### config.mk
export PLATFORM = sky130hd
export DESIGN_NAME = seven_seg_scan_ctrl
export DESIGN_NICKNAME = d
export VERILOG_FILES = /design/src/rtl/seven_seg_scan_ctrl.sv
export SDC_FILE = /design/constraint.sdc
export NUM_CORES = 1
export LEC_CHECK = 0
export ABC_AREA = 1
export CORE_ASPECT_RATIO = 1.75
export CORE_MARGIN = 2
export CORE_UTILIZATION = 49
export CTS_CLUSTER_SIZE = 40
export DETAILED_ROUTE_END_ITERATION = 6
export HOLD_SLACK_MARGIN = 0.12
export PLACE_DENSITY = 0.76
export SLEW_MARGIN = 20
export SYNTH_ARGS = -nofsm -noshare
export SYNTH_HDL_FRONTEND = slang
export SYNTH_SLANG_ARGS = --single-unit
### constraint.sdc
create_clock -name Clk -period 1.4 [get_ports Clk]
set_input_delay 0.28 -clock Clk [delete_from_list [all_inputs] [get_ports Clk]]
set_output_delay 0.28 -clock Clk [all_outputs]
set_load 0.05 [all_outputs]
### src/rtl/seven_seg_scan_ctrl.sv
// Time-multiplexed scan controller for a common-anode multi-digit 7-segment display.
// New display values are handshaked in and only take effect at a frame boundary.
module seven_seg_scan_ctrl #(
    parameter int unsigned NUM_DIGITS = 4,
    parameter int unsigned PRESCALE   = 100000,
    parameter bit          ACTIVE_LOW = 1'b1
) (
    input  logic                    Clk,
    input  logic                    Reset,
    input  logic [4*NUM_DIGITS-1:0] Value,
    input  logic                    Value_Valid,
    output logic                    Value_Ready,
    input  logic [NUM_DIGITS-1:0]   Digit_En,
    input  logic                    Blank_Lead,
    input  logic [NUM_DIGITS-1:0]   Dp_In,
    output logic [3:0]              Bin,
    output logic [NUM_DIGITS-1:0]   Anode,
    output logic                    Dp,
    output logic                    Frame_Start
);

    localparam int unsigned CNT_W = $clog2(PRESCALE);
    localparam int unsigned IDX_W = (NUM_DIGITS > 1) ? $clog2(NUM_DIGITS) : 1;
    localparam int unsigned VAL_W = 4 * NUM_DIGITS;

    localparam logic [CNT_W-1:0]      CntLast  = CNT_W'(PRESCALE - 1);
    localparam logic [IDX_W-1:0]      IdxLast  = IDX_W'(NUM_DIGITS - 1);
    localparam logic [NUM_DIGITS-1:0] AnodeOff = {NUM_DIGITS{ACTIVE_LOW}};

    logic [CNT_W-1:0]      cnt_q, cnt_d;
    logic [IDX_W-1:0]      idx_q, idx_d;
    logic [VAL_W-1:0]      display_q, display_d;
    logic [VAL_W-1:0]      pending_q, pending_d;
    logic                  pend_full_q, pend_full_d;
    logic                  ready_q;
    logic                  frame_start_q;
    logic [3:0]            bin_q, bin_d;
    logic [NUM_DIGITS-1:0] anode_q, anode_d;
    logic                  dp_q, dp_d;

    logic                  tick;
    logic                  frame_wrap;
    logic                  accept;
    logic                  lit;
    logic                  dp_req;
    logic [NUM_DIGITS-1:0] sel;

    assign tick       = (cnt_q == CntLast);
    assign frame_wrap = tick && (idx_q == IdxLast);
    assign accept     = Value_Valid && ready_q;

    // Scan position: prescaler and digit index.
    always_comb begin
        cnt_d = tick ? '0 : cnt_q + 1'b1;
        idx_d = idx_q;
        if (tick) begin
            idx_d = (idx_q == IdxLast) ? '0 : idx_q + 1'b1;
        end
    end

    // Accept and commit never coincide: accept needs an empty slot, commit a full one.
    always_comb begin
        display_d   = display_q;
        pending_d   = pending_q;
        pend_full_d = pend_full_q;
        if (frame_wrap && pend_full_q) begin
            display_d   = pending_q;
            pend_full_d = 1'b0;
        end
        if (accept) begin
            pending_d   = Value;
            pend_full_d = 1'b1;
        end
    end

    // Digit select, leading-zero blanking and decimal point for the current slot.
    always_comb begin
        bin_d  = '0;
        sel    = '0;
        lit    = 1'b0;
        dp_req = 1'b0;
        for (int i = 0; i < NUM_DIGITS; i++) begin
            if (idx_q == IDX_W'(i)) begin
                bin_d  = display_q[4*i +: 4];
                sel[i] = 1'b1;
                lit    = Digit_En[i] &&
                         !(Blank_Lead && (i != 0) && ((display_q >> (4 * i)) == '0));
                dp_req = Dp_In[i];
            end
        end
        anode_d = lit ? (sel ^ AnodeOff) : AnodeOff;
        dp_d    = (lit && dp_req) ^ ACTIVE_LOW;
    end

    always_ff @(posedge Clk) begin
        if (Reset) begin
            cnt_q         <= '0;
            idx_q         <= '0;
            display_q     <= '0;
            pending_q     <= '0;
            pend_full_q   <= 1'b0;
            ready_q       <= 1'b0;
            frame_start_q <= 1'b0;
            bin_q         <= '0;
            anode_q       <= AnodeOff;
            dp_q          <= ACTIVE_LOW;
        end else begin
            cnt_q         <= cnt_d;
            idx_q         <= idx_d;
            display_q     <= display_d;
            pending_q     <= pending_d;
            pend_full_q   <= pend_full_d;
            ready_q       <= !pend_full_d;
            frame_start_q <= frame_wrap;
            bin_q         <= bin_d;
            anode_q       <= anode_d;
            dp_q          <= dp_d;
        end
    end

    assign Value_Ready = ready_q;
    assign Frame_Start = frame_start_q;
    assign Bin         = bin_q;
    assign Anode       = anode_q;
    assign Dp          = dp_q;

endmodule

==> out/metrics.cfg, run 1 <==
[floorplan]
io_pins = 39
dieArea_sq_um = 6389
start_util_pct = 50.79
die_x_microns = 61.29
rows = 36
core_area_sq_um = 5540
die-height_microns = 104.3

[outcome]
failed_checks = setup timing
status = finished, violations left

[power_and_ir_drop]
swShare_pct = 23.22
leakage_nw = 1.841
p_per_area_nw_per_um2 = 964.1
clkPwrFrac_pct = 45.3
p_int_w = 0.003053
ir_drop_v = 0.0008456
seqPwrFrac_pct = 47.4
p_switching_w = 0.0009236
share_comb_of_total_power_pct = 7.3

[route]
vias_per_cell = 5.002
drt-total-wl_microns = 7227
first_iter_violations = 132
vias = 2746
postRouteAntennaNets = 0
firstDrtPassIters = 5
wire_per_inst_microns = 13.16
drcViolationCount = 0

[synthesis]
postSynthCellCount = 392
synth_warnings = 0
async_reset_ff_share_pct = 0
avgSynthCellArea_sq_um = 7.178
synth_top_area_cell = dfxtp_1
ys_seq_elements = 63
synth_edf_count = 0
syn_nets = 425
synth.area.top_cells = dfxtp_1 45%, nand2_1 11%, nor2_1 11%, o21ai_0 5.9%, inv_1 5.6%
syn-cell-area_sq_um = 2814
seq_area_frac_synth_pct = 44.82
ys.flop_type = dfxtp_1
synth_top_area_share_pct = 44.82
yosysUniqueCellTypes = 31

[timing]
worst_pin_slew_ns = 0.4754
fmax_mhz = 657.4
slew_headroom_pct = 68.27
fin_crit_ns = 1.521
rsz0062_at_grt = yes
hold_slack_ns = 0.4880
finClkSkew_ns = 0.01006
finalHoldViolations = 0
setup_viol = 36
fin_ws_ns = -0.1210
post-route-period-util_pct = 108.6
slew_viol_final = 0

[cts]
clk_path_buf_depth = 2
worstSkewPairLatency_ns = 0.35
cts_made_buffers = 9
htree_levels = 3
cts.sinks = 63
cts_root_buf = clkbuf_8
holdBufCountCts = 0
cts_tree = done
clkTransAtPathRegs_ns = 0.08

[setup_path]
startpoint_type = flop
rr_startpoint = cnt_q[1]$_SDFF_PP0_
worstRegToRegCells = 9
worstPathRequired_ns = 1.67
r2r_setup_slack_ns = -0.12
worstSetupPathType = reg2reg
critical_path_arrival_ns = 1.79
r2r_end = display_q[7]$_SDFFE_PP0P_
critical_path.endpoint_type = flop
crit_fanout = 8

[final_layout]
post-route-util_pct = 74.46
area_growth_pct = 46.60
fin_nets = 501
final_area_sq_um = 4125
stdcell_count = 549
drive_gt1_share_pct = 27.48
diodes = 0

[global_routing]
grt_pass1_vias = 2631
track_usage_pct = 22.69
grt_max_degree = 35
antenna_found_initial = 0
grt_overflow = 0
grt_pass1_wl_microns = 10980

[min_path]
hp-class = reg2reg
hold_depth = 2
holdPathEnd = pending_q[3]$_SDFFE_PP0P_
hold_start = pending_q[3]$_SDFFE_PP0P_

[job]
cap_violations = 0

[place]
dpl.cell_count = 523
placed_area_sq_um = 3591
place_ws_ns = -0.1342
hpwlAfterDp_microns = 4742
gp_congestion = 0.8371
numPortBuffers = 38

-- cell usage in the layout, fill, tap and decap left out, types with 9 or more instances in the layout --
master and instances:
nor2_1 77, nand2_1 73, nand3_1 9, o21ai_1 10, o21ai_0 24, nor2_2 13
dfxtp_1 55, a21oi_1 14, nor2_4 10, clkbuf_8 10, clkdlybuf4s50_1 27, buf_4 29
nand2_2 9, inv_1 39, buf_12 13
-- flip-flops by register name, summed over array words and instances, names as in the netlist --
name / flops
cnt_q: 17
display_q: 16
pending_q: 16
Anode: 4
Bin: 4
idx_q: 2
Dp: 1
Frame_Start: 1
Value_Ready: 1
pend_full_q: 1
-- worst max-delay path by stage --
stage	to	start	cells past startpoint
final	display_q[7]$_SDFFE_PP0P_	cnt_q[1]$_SDFF_PP0_	9
after CTS	display_q[7]$_SDFFE_PP0P_	cnt_q[1]$_SDFF_PP0_	9
after global placement	display_q[0]$_SDFFE_PP0P_	cnt_q[1]$_SDFF_PP0_	8
after floorplan	display_q[11]$_SDFFE_PP0P_	cnt_q[1]$_SDFF_PP0_	9
after detailed placement	display_q[15]$_SDFFE_PP0P_	cnt_q[1]$_SDFF_PP0_	8
after global routing	display_q[7]$_SDFFE_PP0P_	cnt_q[1]$_SDFF_PP0_	9
-- power by group through the flow --
stage	registers (W)	logic, W	clock network [W]
final	0.00189	0.000291	0.00180
after CTS	0.00189	0.000278	0.00181
after floorplan	0.00193	0.000112	0
after global placement	0.00192	0.000267	0
after detailed placement	0.00192	0.000273	0
after global routing	0.00189	0.000319	0.00189
-- worst max-delay path: stages, from the launching register on --
cell and delay, ns:
dfxtp_4 0.37, ha_4 0.14, nand2_4 0.06, nor2_4 0.12
nand3_2 0.12, nor2_4 0.18, nand4_4 0.19, nand2_1 0.11
nand2_1 0.05, nor2_1 0.10
-- cell families (layout without fill, tap and decap cells) --
family | count (synthesis) | after routing | share of synthesized area (%)
simple gates | 209 | 210 | 33.44
xor+xnor | 4 | 4 | 1.245
fa+ha+maj | 5 | 5 | 2.223
flops | 63 | 63 | 44.82
buf+inv | 57 | 137 | 8.403
compound gates | 54 | 54 | 9.871
-- layout make-up --
| cell class | count | area (sq um) |
|---|---|---|
| clock buffers | 10 | 137.6 |
| clock inverters | 6 | 92.59 |
| fillers | 409 | 1415 |
| inverters | 45 | 175.2 |
| multi-input cells | 273 | 1509 |
| flip-flops and latches | 63 | 1279 |
| well taps | 76 | 95.09 |
| repair buffers | 75 | 829.5 |
| repair inverters | 1 | 7.507 |
-- synth_stat cells (2+ instances only) --
cell type  number
a21oi_1        14
a31oi_1         2
buf_2           3
buf_6           2
clkbuf_1        6
dfxtp_1        63
ha_1            5
inv_1          42
inv_2           2
nand2_1        83
nand3_1        12
nor2_1         83
nor2_2         15
nor2_4          2
nor3_1          4
o21ai_0        33
o22ai_1         4
xor2_1          4
-- what timing repair did --
item | 4_1_cts | 5_1_grt
buffers inserted | 4 | 4
setup endpoints to repair | 43 | 46
pin swaps | 9 | 18
resized for setup | 14 | 50
cloned | 1 | 2
-- layer usage --
| metal | global-route usage, % | share of wire, % |
|---|---|---|
| met1 | 23.25 | 37 |
| met2 | 39.97 | 56 |
| met3 | 5.100 | 3.2 |
| met4 | 11.96 | 3.9 |
| met5 | 0 | 0 |
-- stage by stage --
stage | power [W] | TNS, ns
floorplan | 0.002043 | -0.3539
global placement | 0.002191 | -1.307
detailed placement | 0.002198 | -3.873
CTS | 0.003977 | -1.271
global route | 0.004098 | -5.400
finish | 0.003977 | -2.174
Note: power is estimated with default switching activity, not from simulation.
==> run 2, diff against run 1 <==
--- a/config.mk
+++ b/config.mk
@@ -8,11 +8,10 @@
 export ABC_AREA = 1
 export CORE_ASPECT_RATIO = 1.75
 export CORE_MARGIN = 2
-export CORE_UTILIZATION = 49
+export CORE_UTILIZATION = 40
 export CTS_CLUSTER_SIZE = 40
 export DETAILED_ROUTE_END_ITERATION = 6
 export HOLD_SLACK_MARGIN = 0.12
-export PLACE_DENSITY = 0.76
 export SLEW_MARGIN = 20
 export SYNTH_ARGS = -nofsm -noshare
 export SYNTH_HDL_FRONTEND = slang
==> run 2 against run 1 <==
  * The run still ends with setup timing left
  * Final area up 1.6%
  * Routed wire length down 6.4%
  * Total power up 12%
  * Critical path depth unchanged
  * Die area up 21%
  * Via count down 4.1%
  * Maximum frequency up 3.4%
  * Core utilization down 13 points
  * Worst hold slack worse by 0.0042 ns
  * Non-clock buffer count up 2
  * Global-route usage down 3.0 points
  * Final cell count up 1.8%
  * Critical path type unchanged
  * Largest cell class unchanged
  * Largest power group is now the clock network
  * Highest routed layer unchanged
==> out/metrics.cfg, run 2 (synthesis results as in run 1) <==
[global_routing]
grt_max_degree = 35  ; unchanged
track_usage_pct = 19.67  ; -3.0 points
grt_pass1_wl_microns = 11120  ; +1.2%
antenna_found_initial = 0  ; unchanged
grt_overflow = 0  ; unchanged
grt_pass1_vias = 2618  ; -0.49%

[route]
vias = 2633  ; -4.1%
drcViolationCount = 0  ; unchanged
vias_per_cell = 4.710  ; -5.8%
firstDrtPassIters = 4  ; -1
wire_per_inst_microns = 12.11  ; -8.0%
drt-total-wl_microns = 6767  ; -6.4%
postRouteAntennaNets = 0  ; unchanged
first_iter_violations = 114  ; -14%

[timing]
fmax_mhz = 679.6  ; +3.4%
rsz0062_at_grt = yes
finalHoldViolations = 0  ; unchanged
setup_viol = 31  ; -14%
slew_headroom_pct = 69.77  ; +1.5 points
slew_viol_final = 0  ; unchanged
post-route-period-util_pct = 105.1  ; -3.5 points
fin_crit_ns = 1.471  ; -0.04958 ns
totalNegativeSetupSlack_ns = -1.605  ; +0.5691 ns
finClkSkew_ns = 0.006215  ; -0.003845 ns
fin_ws_ns = -0.07146  ; +0.04958 ns
worst_pin_slew_ns = 0.4529  ; -0.02253 ns

[outcome]
status = finished, violations left
failed_checks = setup timing

[floorplan]
start_util_pct = 41.04  ; -9.8 points
dieArea_sq_um = 7748  ; +21%
die-height_microns = 115.0  ; +10%
rows = 40  ; +11%
core_area_sq_um = 6857  ; +24%
die_x_microns = 67.40  ; +10%
io_pins = 39  ; unchanged

[setup_path]
crit_chain = ha_4 > nand2_4 > nor2_4 > nand3_4 > nor2_4 > nand3_4 > buf_12 > nor2_1 > nor2_1
r2r_setup_slack_ns = -0.07  ; +0.05 ns
worstPathRequired_ns = 1.62  ; -0.05 ns
critical_path_arrival_ns = 1.69  ; -0.10 ns
startpoint_type = flop
rr_startpoint = cnt_q[0]$_SDFF_PP0_
cpLargestDelayFamily = simple AND/OR/NAND/NOR gates
r2r_end = display_q[2]$_SDFFE_PP0P_
crit_fanout = 12  ; +4
slowest_delay_ns = 0.35  ; -0.02 ns
worstRegToRegCells = 9  ; unchanged
worstSetupPathType = reg2reg
path_buf_inv = 1  ; +1
critical_path.endpoint_type = flop
critical_path.slowest_cell = dfxtp_2

[min_path]
hold_depth = 2  ; unchanged
holdPathEnd = display_q[0]$_SDFFE_PP0P_
hp-class = reg2reg
hold_start = pending_q[0]$_SDFFE_PP0P_

[power_and_ir_drop]
leakage_nw = 1.869  ; +1.5%
p_per_area_nw_per_um2 = 1060  ; +9.9%
ir_drop_v = 0.0007441  ; -12%
total_power_w = 0.004442  ; +12%

[cts]
htree_levels = 3  ; unchanged
clkTransAtPathRegs_ns = 0.05  ; -0.03 ns
worstSkewPairLatency_ns = 0.33  ; -0.02 ns
clk_path_buf_depth = 2  ; unchanged
cts_tree = done
cts_root_buf = clkbuf_16
cts_made_buffers = 9  ; unchanged
cts.sinks = 63  ; unchanged

[final_layout]
drive_gt1_share_pct = 27.58  ; +0.095 points
largest_register_ffs = 17  ; unchanged
fin_nets = 503  ; +0.40%
stdcell_count = 559  ; +1.8%
reg.largest.list = cnt_q (17), display_q (16), pending_q (16)
diodes = 0  ; unchanged
final_cell_mix = 77 x nor2_1, 75 x nand2_1, 58 x dfxtp_1, 39 x inv_1, 33 x buf_4
final_common_cell = nor2_1
final_area_sq_um = 4190  ; +1.6%
area_growth_pct = 48.91
top_register = cnt_q

[place]
dpl.cell_count = 534  ; +2.1%
numPortBuffers = 38  ; unchanged
placed_area_sq_um = 3623  ; +0.91%
gp_congestion = 0.8717  ; +4.1%
hpwlAfterDp_microns = 4852  ; +2.3%

[job]
cap_violations = 0  ; unchanged

==> run 2: cell type report <==
| cell class | instances | area (sq um) |
|---|---|---|
| sequential | 63 | 1270 |
| tap | 84 | 105.1 |
| timing repair buffer | 77 | 827.0 |
| inverter | 45 | 172.7 |
| multi-input combinational | 273 | 1498 |
| timing repair inverter | 1 | 7.507 |
| clock inverter | 3 | 40.04 |
| clock buffer | 13 | 270.3 |
| fill | 604 | 2666 |
==> run 2: repair_timing <==
item                       CTS  global route
gates cloned                 2             1
pin swaps                    8             8
setup endpoints to repair   42            47
hold buffers                 0             0
resized for setup           21            37
setup buffers                5             1
==> run 2: worst min-delay path, cell delays in order, from the launching register on <==
cell	delay, ns
dfxtp_1	0.32
nor2_1	0.05
nor2_1	0.08
==> run 2: power breakdown <==
part           internal (W)  switching, W  leakage [nW]
Combinational      0.000157      0.000134          1.20
Clock               0.00152      0.000748         0.156
Sequential          0.00184     0.0000430         0.514
Total               0.00352      0.000925          1.87
==> run 2: metrics by stage <==
step | worst slack, ns | hold slack [ns] | util [%]
2_1_floorplan | -0.03567 | 0.4203 | -
3_3_place_gp | -0.1092 | 0.4644 | 52.85
3_5_place_dp | -0.1459 | 0.4750 | 52.85
4_1_cts | -0.05583 | 0.4858 | 59.54
5_1_grt | -0.1974 | 0.5116 | 61.11
6_report | -0.07146 | 0.4838 | 61.11
==> run 2: worst max-delay path by stage <==
stage | startpoint | end | slack, ns | cells after the start
floorplan | cnt_q[1]$_SDFF_PP0_ | display_q[11]$_SDFFE_PP0P_ | -0.04 | 9
global placement | cnt_q[1]$_SDFF_PP0_ | display_q[15]$_SDFFE_PP0P_ | -0.11 | 8
detailed placement | cnt_q[1]$_SDFF_PP0_ | display_q[15]$_SDFFE_PP0P_ | -0.15 | 8
CTS | cnt_q[0]$_SDFF_PP0_ | display_q[2]$_SDFFE_PP0P_ | -0.06 | 9
global route | cnt_q[4]$_SDFF_PP0_ | cnt_q[12]$_SDFF_PP0_ | -0.20 | 9
finish | cnt_q[0]$_SDFF_PP0_ | display_q[2]$_SDFFE_PP0P_ | -0.07 | 9
==> run 2: per-layer routing <==
metal / global-route usage, % / vias up / part of all wire, % / wire (microns)
met1: 18.73 / 1179 / 36 / 2449
met4: 11.56 / 0 / 3.1 / 208
met3: 5.284 / 16 / 3.9 / 265
met2: 36.17 / 54 / 57 / 3844
li1: - / 1384 / - / -
met5: 0 / - / 0 / 0
==> run 3, diff against run 2 <==
--- a/config.mk
+++ b/config.mk
@@ -7,7 +7,7 @@
 export LEC_CHECK = 0
 export ABC_AREA = 1
 export CORE_ASPECT_RATIO = 1.75
-export CORE_MARGIN = 2
+export CORE_MARGIN = 10
 export CORE_UTILIZATION = 40
 export CTS_CLUSTER_SIZE = 40
 export DETAILED_ROUTE_END_ITERATION = 6
==> run 3 against run 2 <==
  * The flow still finishes with violations (setup timing)
  * Setup slack worse by 0.0066 ns
  * Maximum frequency down 0.45%
  * Via count increased by 0.27%
  * Total power decreased by 4.5%
  * Flip-flop and latch count stayed put
  * Core utilization is 0.055 points lower
  * Non-clock buffer count unchanged
  * Sequential share of layout area rose by 0.24 points
==> out/metrics.cfg, run 3 (synthesis results as in run 1) <==
[final_layout]
post-route-util_pct = 61.06  ; about the same
multi_input_area_sq_um = 1541  ; +2.9%
nFillCells = 583  ; -3.5%
final_cell_mix = 76 x nor2_1, 75 x nand2_1, 53 x dfxtp_1, 39 x inv_1, 33 x buf_4
fin_nets = 503  ; unchanged
reg.largest.list = cnt_q (17), display_q (16), pending_q (16)
area_growth_pct = 48.78  ; about the same
seq_area_sq_um = 1279  ; +0.69%
final_area_sq_um = 4187  ; about the same
top_register = cnt_q
drive_gt1_share_pct = 27.43  ; -0.15 points
largest_register_ffs = 17  ; unchanged
final_common_cell = nor2_1
diodes = 0  ; unchanged

[cts]
cts_tree = done
htree_levels = 3  ; unchanged
cts_root_buf = clkbuf_16
cts_made_buffers = 9  ; unchanged
cts.sinks = 63  ; unchanged
clk_path_buf_depth = 2  ; unchanged
clkTransAtPathRegs_ns = 0.05  ; about the same
worstSkewPairLatency_ns = 0.33  ; about the same
holdBufCountCts = 0  ; unchanged

[setup_path]
startpoint = cnt_q[0]$_SDFF_PP0_
crit_fanout = 8  ; -4
r2r_end = display_q[10]$_SDFFE_PP0P_
worstPathRequired_ns = 1.62  ; about the same
worstSetupPathType = reg2reg
rr_startpoint = cnt_q[0]$_SDFF_PP0_
startpoint_type = flop
cpLargestDelayFamily = simple AND/OR/NAND/NOR gates
slowest_delay_ns = 0.35  ; about the same
path_buf_inv = 0  ; -1
critical_path.endpoint_type = flop
critical_path_arrival_ns = 1.70  ; about the same
crit_chain = ha_4 > nand2_4 > nor2_4 > nand3_4 > nor2_4 > nand3_4 > nor2_2 > nor2_1
critical_path.slowest_cell = dfxtp_2
r2r_setup_slack_ns = -0.08  ; about the same
worstRegToRegCells = 8  ; -1

[route]
firstDrtPassIters = 4  ; unchanged
drt-total-wl_microns = 7186  ; +6.2%
vias_per_cell = 4.731  ; +0.45%
drcViolationCount = 0  ; unchanged
first_iter_violations = 128  ; +12%
postRouteAntennaNets = 0  ; unchanged
vias = 2640  ; +0.27%
wire_per_inst_microns = 12.88  ; +6.4%

[global_routing]
antenna_found_initial = 0  ; unchanged
use_met3_pct = 3.222  ; -2.1 points
track_usage_pct = 13.90  ; -5.8 points
grt_overflow = 0  ; unchanged
grt_pass1_wl_microns = 12210  ; +9.9%
grtUsageMet2_pct = 28.60  ; -7.6 points
top_usage_layer = met2
grt_max_degree = 35  ; unchanged
use_met1_pct = 12.00  ; -6.7 points
grt_pass1_vias = 2758  ; +5.3%

[min_path]
hold_depth = 2  ; unchanged
hp-class = reg2reg
holdPathEnd = pending_q[0]$_SDFFE_PP0P_
hold_start = pending_q[0]$_SDFFE_PP0P_

[timing]
setup_viol = 34  ; +9.7%
hold_slack_ns = 0.4791  ; -0.004761 ns
rsz0062_at_grt = yes
finalHoldViolations = 0  ; unchanged
finClkSkew_ns = 0.004385  ; -0.001830 ns
worst_pin_slew_ns = 0.4910  ; +0.03814 ns
slew_viol_final = 0  ; unchanged
fmax_mhz = 676.5  ; -0.45%
slew_headroom_pct = 67.23  ; -2.5 points
post-route-period-util_pct = 105.6  ; +0.47 points
fin_ws_ns = -0.07809  ; -0.006626 ns
totalNegativeSetupSlack_ns = -1.689  ; -0.08401 ns
fin_crit_ns = 1.478  ; +0.006626 ns

[floorplan]
rows = 40  ; unchanged
dieArea_sq_um = 10920  ; +41%
die-height_microns = 131.0  ; +14%
die_x_microns = 83.40  ; +24%
core_area_sq_um = 6857  ; unchanged
start_util_pct = 41.04  ; unchanged
io_pins = 39  ; unchanged

[job]
cap_violations = 0  ; unchanged

[power_and_ir_drop]
ir_drop_v = 0.0009096  ; +22%
leakage_nw = 1.863  ; -0.28%
p_per_area_nw_per_um2 = 1013  ; -4.4%

[outcome]
status = finished, violations left
failed_checks = setup timing

[place]
placed_area_sq_um = 3616  ; -0.21%
numPortBuffers = 38  ; unchanged
hpwlAfterDp_microns = 5305  ; +9.3%
gp_congestion = 0.8281  ; -5.0%

[run 3: cell count changes in the layout (fill, tap and decap cells not counted), sizes merged]
cell      before  now
clkbuf        13   16
clkinv         2    0
buf           50   49
bufinv         1    0
clkinvlp       2    1
nand3         14   15
[run 3: metal layers]
layer | vias to the layer above | wire, microns | part of all wire, %
met4 | 0 | 171 | 2.4
li1 | 1383 | - | -
met3 | 15 | 238 | 3.3
met2 | 40 | 4274 | 59
met5 | - | 0 | 0
met1 | 1202 | 2502 | 35
[run 3: how the worst max path moves through the flow]
| stage | endpoint | slack (ns) | cells past startpoint |
|---|---|---|---|
| finish | display_q[10]$_SDFFE_PP0P_ | -0.08 | 8 |
| global route | idx_q[0]$_SDFFE_PP0N_ | -0.19 | 9 |
| CTS | display_q[8]$_SDFFE_PP0P_ | -0.08 | 9 |
| detailed placement | display_q[1]$_SDFFE_PP0P_ | -0.14 | 8 |
| global placement | display_q[15]$_SDFFE_PP0P_ | -0.09 | 8 |
| floorplan | display_q[11]$_SDFFE_PP0P_ | -0.04 | 9 |
[run 3: power by group]
group / internal [W] / switching [W] / total [W]
sequential: 0.00184 / 0.0000482 / 0.00189
combinational: 0.000154 / 0.000131 / 0.000285
clock: 0.00133 / 0.000732 / 0.00206
total: 0.00333 / 0.000911 / 0.00424
[run 3: per-stage QoR]
step / std cells / worst slack [ns] / total power (W)
2_1_floorplan: 392 / -0.03567 / 0.002043
4_1_cts: 553 / -0.07611 / 0.004267
5_1_grt: 558 / -0.1928 / 0.004380
6_report: 558 / -0.07809 / 0.004242
3_5_place_dp: 533 / -0.1354 / 0.002196
3_3_place_gp: 533 / -0.09419 / 0.002192
[run 3: final cells by class]
| class | instances | share of cell area, % |
|---|---|---|
| clock buffer | 15 | 6.635 |
| multi-input combinational | 274 | 36.82 |
| tap | 84 | 2.510 |
| inverter | 45 | 4.184 |
| timing repair buffer | 77 | 19.31 |
| sequential | 63 | 30.54 |
[run 3: timing repair]
action                                 4_1_cts  5_1_grt
endpoints found under the hold margin        0        0
setup buffers                                3        5
cloned                                       2        0
pin swaps                                    5       10
gates resized for setup                     13       50
setup endpoints to repair                   44       47
[run 3: worst register-to-register path, stage by stage, from the launching register on]
cell	delay (ns)
dfxtp_2	0.35
ha_4	0.15
nand2_4	0.05
nor2_4	0.14
nand3_4	0.10
nor2_4	0.19
nand3_4	0.20
nor2_2	0.13
nor2_1	0.05
==> variant 1 (flow settings as in run 2) <==
The parameter `ACTIVE_LOW` goes from 1'b1 to 1'b0.
--- a/src/rtl/seven_seg_scan_ctrl.sv
+++ b/src/rtl/seven_seg_scan_ctrl.sv
@@ -3,7 +3,7 @@
 module seven_seg_scan_ctrl #(
     parameter int unsigned NUM_DIGITS = 4,
     parameter int unsigned PRESCALE   = 100000,
-    parameter bit          ACTIVE_LOW = 1'b1
+    parameter bit          ACTIVE_LOW = 1'b0
 ) (
     input  logic                    Clk,
     input  logic                    Reset,
Function: changed (Yosys sat finds a counterexample within 4 cycles, from zero or initial values and one cycle with Reset high).
==> variant 1 against run 2 <==
The flow still finishes with violations (setup timing). Die area about the same. Sequential power about the same. Sequential cell count unchanged. Synthesized area about the same. Routed wire length increased by 5.3%. Count of clock-buffer cells in the layout decreased by 1. Setup slack got worse by 0.058 ns. Power decreased by 5.1%. Final area decreased by 0.42%. Critical endpoint is now cnt_q[12]$_SDFF_PP0_. Largest power group unchanged.
==> variant 1: results (changes against run 2) <==
Logic synthesis
  • Area contributors post-synth: dfxtp_1, nor2_1, nand2_1
  • Post-synthesis sequential area ratio: 44.8% (about the same)
  • Syn_nets: 426 (+0.24%)
  • Most frequent cells after synthesis: nor2_1, nand2_1, dfxtp_1
  • Post-synthesis cell type count: 31 (unchanged)
  • Mapped Avg Cell Area: 7.16 um^2 (-0.21%)

GRT
  • First-pass GRT wire length: 11900 um (+6.6%)
  • Initial antenna violation count: 0 (unchanged)
  • Grt met1 use: 18.8% (+0.031 points)
  • Largest net degree at the start of global routing: 36 (+2.9%)
  • Met2 GRT Util: 40.4% (+4.2 points)
  • Global Route Usage Sum: 20.8% (+1.1 points)
  • GRT met3 Usage: 4.50% (-0.78 points)

Clocking
  • CTS resizes: 19 (-9.5%)
  • CTS buffer count: 9 (unchanged)
  • Clock Path Buffers: 2 (unchanged)
  • CTS HTree Levels: 3 (unchanged)

Route
  • DR WL met3: 240 um (-9.4%)
  • WL per Instance: 12.7 um (+4.6%)
  • Initial DRC Count: 109 (-4.4%)
  • Metal2 WL: 4170 um (+8.6%)
  • Top Layer Used: met4
  • First drt pass iteration count: 4 (unchanged)
  • Via count: 2681 (+1.8%)
  • Met1 Routed Length: 2500 um (+2.1%)
  • Drt total wl: 7130 um (+5.3%)

STA
  • Final setup fails: 38 (+23%)
  • Clock Skews: 0.00546 ns (-0.000751 ns)
  • Final TNS setup: -2.78 ns (-1.18 ns)
  • Rel. slew slack: 62.7% (-7.1 points)
  • Hold Slack: 0.461 ns (-0.0223 ns)
  • Slack of the critical path: -0.130 ns (-0.0584 ns)

Finish
  • Share of cells above drive strength 1: 27.8% (+0.19 points)
  • Layout Nets: 507 (+0.80%)
  • Filler cells: 615 (+1.8%)

Worst setup path
  • Critical Path Sink: cnt_q[12]$_SDFF_PP0_
  • Arrival time at the worst endpoint: 1.75 ns (+0.06 ns)
  • CP max FO: 4 (-8)
  • Reg2reg path depth: 9 (unchanged)
  • Crit Path Class: reg2reg
  • Crit path largest cell delay: 0.34 ns

Power
  • P_comb: 286 uW (-2%)
  • Peak VDD IR: 663 uV (-11%)
  • Power Density: 1010 nW/um^2 (-4.7%)
  • Leakage: 1.86 nW (-0.59%)
  • Net load switching power: 940 uW (+1.6%)

Place
  • Placed instance area: 3660 um^2 (+1.0%)
  • Final Wtd Congestion: 0.835 (-4.2%)
  • Worst slack, placed: -0.156 ns (-0.0103 ns)
  • Dpl hpwl: 4990 um (+2.9%)
  • IO Port Bufs: 38 (unchanged)
  • Placed Cells: 540 (+1.1%)

Outcome
  • Status: finished with violations
  • Failing checks: setup timing

Hold path
  • Hold Path End: display_q[1]$_SDFFE_PP0P_
  • Worst hold start: pending_q[1]$_SDFFE_PP0P_
  • Hold Path Class: reg2reg
## variant 1: cell types whose count changed after synthesis, sizes merged
cell,delta
inv,-1
or2,+1
buf,+1
a21oi,+5
o21ai,-5
nand4,+5
nand3,-3
clkinv,+1
nor3,+4
nand3b,-1
a211oi,+1
nand2,-5
a31oi,-2
## variant 1: cells by family after synthesis
family / count (synthesis) / share of synthesized area, %
AND/OR/NAND/NOR: 210 / 33.5
flip-flops: 63 / 44.8
buffers and inverters: 58 / 8.53
AO/OA/AOI/OAI: 53 / 9.69
adder cells (fa/ha/maj): 5 / 2.22
XOR/XNOR: 4 / 1.24
## variant 1: area by class of cell
cell class	count	area (um^2)	share of cell area, %
Clock buffer	12	256	6.15
Clock inverter	4	20.0	0.480
Inverter	45	170	4.08
Multi-Input combinational cell	274	1500	36.0
Sequential cell	63	1270	30.6
Tap cell	84	105	2.52
Timing Repair Buffer	81	845	20.2
==> variant 2 (config.mk and constraints of run 2) <==
Made on the original files. `pending_q` no longer has a reset.
--- a/src/rtl/seven_seg_scan_ctrl.sv
+++ b/src/rtl/seven_seg_scan_ctrl.sv
@@ -97,7 +97,6 @@
             cnt_q         <= '0;
             idx_q         <= '0;
             display_q     <= '0;
-            pending_q     <= '0;
             pend_full_q   <= 1'b0;
             ready_q       <= 1'b0;
             frame_start_q <= 1'b0;
@@ -108,7 +107,6 @@
             cnt_q         <= cnt_d;
             idx_q         <= idx_d;
             display_q     <= display_d;
-            pending_q     <= pending_d;
             pend_full_q   <= pend_full_d;
             ready_q       <= !pend_full_d;
             frame_start_q <= frame_wrap;
@@ -116,6 +114,10 @@
             anode_q       <= anode_d;
             dp_q          <= dp_d;
         end
+    end
+
+    always_ff @(posedge Clk) begin
+        pending_q <= pending_d;
     end
 
     assign Value_Ready = ready_q;
Function: no difference found for any inputs over 10 cycles, from zero or initial values and one cycle with Reset high; that may be too few to reach the edited logic, so the function may still have changed.
==> variant 2 against run 2 <==
Power up 1.2%. The flow still finishes with violations (setup timing). Sequential cell count unchanged. Setup slack better by 0.044 ns. Final area up 1.3%. Synthesized area down 3.3%. Largest power group unchanged. Count of clock-buffer cells in the layout down 1. Core utilization up 3.8 points. Routed wire length up 0.86%. Critical path depth down 1.
==> variant 2: results (changes against run 2) <==
Logic synthesis
  • Ys Warns: 0 (unchanged)
  • Area contributors post-synth: dfxtp_1, edfxtp_1, nand2_1
  • Post-synthesis cell type count: 27 (-13%)
  • Most frequent cells after synthesis: nand2_1, nor2_1, dfxtp_1
  • EDFF count, synth: 16 (+16)
  • Syn_nets: 375 (-12%)
  • Post-synthesis sequential area ratio: 52.2% (+7.4 points)

Clocking
  • CTS clk-pin slew, worst paths: 0.05 ns (about the same)

Place
  • IO Port Bufs: 38 (unchanged)
  • Final Wtd Congestion: 0.867 (-0.55%)
  • Dpl hpwl: 4680 um (-3.6%)
  • Placed instance area: 3630 um^2 (+0.10%)

GRT
  • Largest net degree at the start of global routing: 18 (-49%)
  • First-pass GRT wire length: 10700 um (-3.6%)
  • Global Route Usage Sum: 19.2% (-0.51 points)
  • Vias in the first global route: 2530 (-3.4%)

STA
  • Rel. slew slack: 67.1% (-2.7 points)
  • Final setup fails: 15 (-52%)
  • Clock Skews: 0.00573 ns (-0.000481 ns)
  • Slack of the critical path: -0.0279 ns (+0.0436 ns)
  • Final TNS setup: -0.117 ns (+1.49 ns)

Finish
  • Filler cells: 572 (-5.3%)
  • Register Area: 1430 um^2 (+13%)
  • Share of cells above drive strength 1: 34.1% (+6.5 points)

Power
  • Sw Share: 19.8% (-0.99 points)
  • Leakage: 1.86 nW (-0.61%)
  • Peak VDD IR: 890 uV (+20%)

Outcome
  • Failing checks: setup timing
  • Status: finished with violations

Route
  • Drt via density: 4.79 (+1.7%)
  • Initial DRC Count: 104 (-8.8%)
  • WL per Instance: 13.2 um (+8.6%)

Worst setup path
  • CP max FO: 8 (-4)
  • Arrival time at the worst endpoint: 1.64 ns (-0.05 ns)
==> variant 2: per-stage QoR <==
stage / worst slack, ns / std cells
floorplan: -0.0185 / 342
global placement: -0.129 / 494
detailed placement: -0.159 / 494
CTS: -0.0141 / 513
global route: -0.109 / 519
finish: -0.0279 / 519
==> variant 2: worst paths after layout <==
kind                           from                          to  slack [ns]  cells after the start
max             cnt_q[0]$_SDFF_PP0_  display_q[15]$_SDFFE_PP0P_       -0.03                      8
min          pending_q[1]$_DFFE_PP_   display_q[1]$_SDFFE_PP0P_        0.47                      2
max reg2reg     cnt_q[0]$_SDFF_PP0_  display_q[15]$_SDFFE_PP0P_       -0.03                      8
min reg2reg  pending_q[1]$_DFFE_PP_   display_q[1]$_SDFFE_PP0P_        0.47                      2
==> variant 2: per-layer routing <==
metal / share of wire [%] / GRT usage (%) / vias up
met5: 0 / 0 / -
met4: 3.4 / 8.71 / 0
met3: 2.8 / 5.07 / 22
met2: 60 / 38.7 / 63
met1: 34 / 16.1 / 1149
li1: - / - / 1252
==> variant 2: final cells by class <==
type / instances / area share, %
clock inverters: 4 / 1.65
multi-input cells: 225 / 30.8
flip-flops and latches: 63 / 33.8
well taps: 82 / 2.42
inverters: 49 / 4.51
clock buffers: 12 / 5.57
repair buffers: 84 / 21.3
==> variant 2: power groups by stage <==
stage	sequential [mW]	clock (mW)	combinational [mW]
2_1_floorplan	1.98	0	0.0624
3_5_place_dp	1.97	0	0.230
6_report	1.94	2.31	0.247
3_3_place_gp	1.97	0	0.227
5_1_grt	1.94	2.43	0.266
4_1_cts	1.94	2.34	0.233
==> variant 2: cells by family (layout without fill, tap and decap cells) <==
group,count (synthesis),in the layout,share of synthesized area [%]
xor gates and xnor gates,5,5,1.61
and+or+nand+nor,178,180,28.6
DFF,63,63,52.2
buffers and inverters,56,149,8.55
adders and majority gates,5,5,2.30
AOI/OAI and AO/OA,35,35,6.67
==> variant 2: what timing repair did <==
| item | in CTS | in global routing |
|---|---|---|
| buffers inserted | 2 | 4 |
| endpoints found under the setup margin | 43 | 46 |
| cloned | 1 | 2 |
| resized for setup | 26 | 45 |
| pin swaps | 14 | 18 |
==> variant 2: worst max-delay path, cell delays in order (launching register included) <==
cell	delay (ns)
dfxtp_2	0.35
ha_4	0.15
nand2_4	0.06
nor2_4	0.11
nand3_2	0.09
nor2_4	0.18
nand3_4	0.18
nor2_1	0.14
nor2_1	0.06
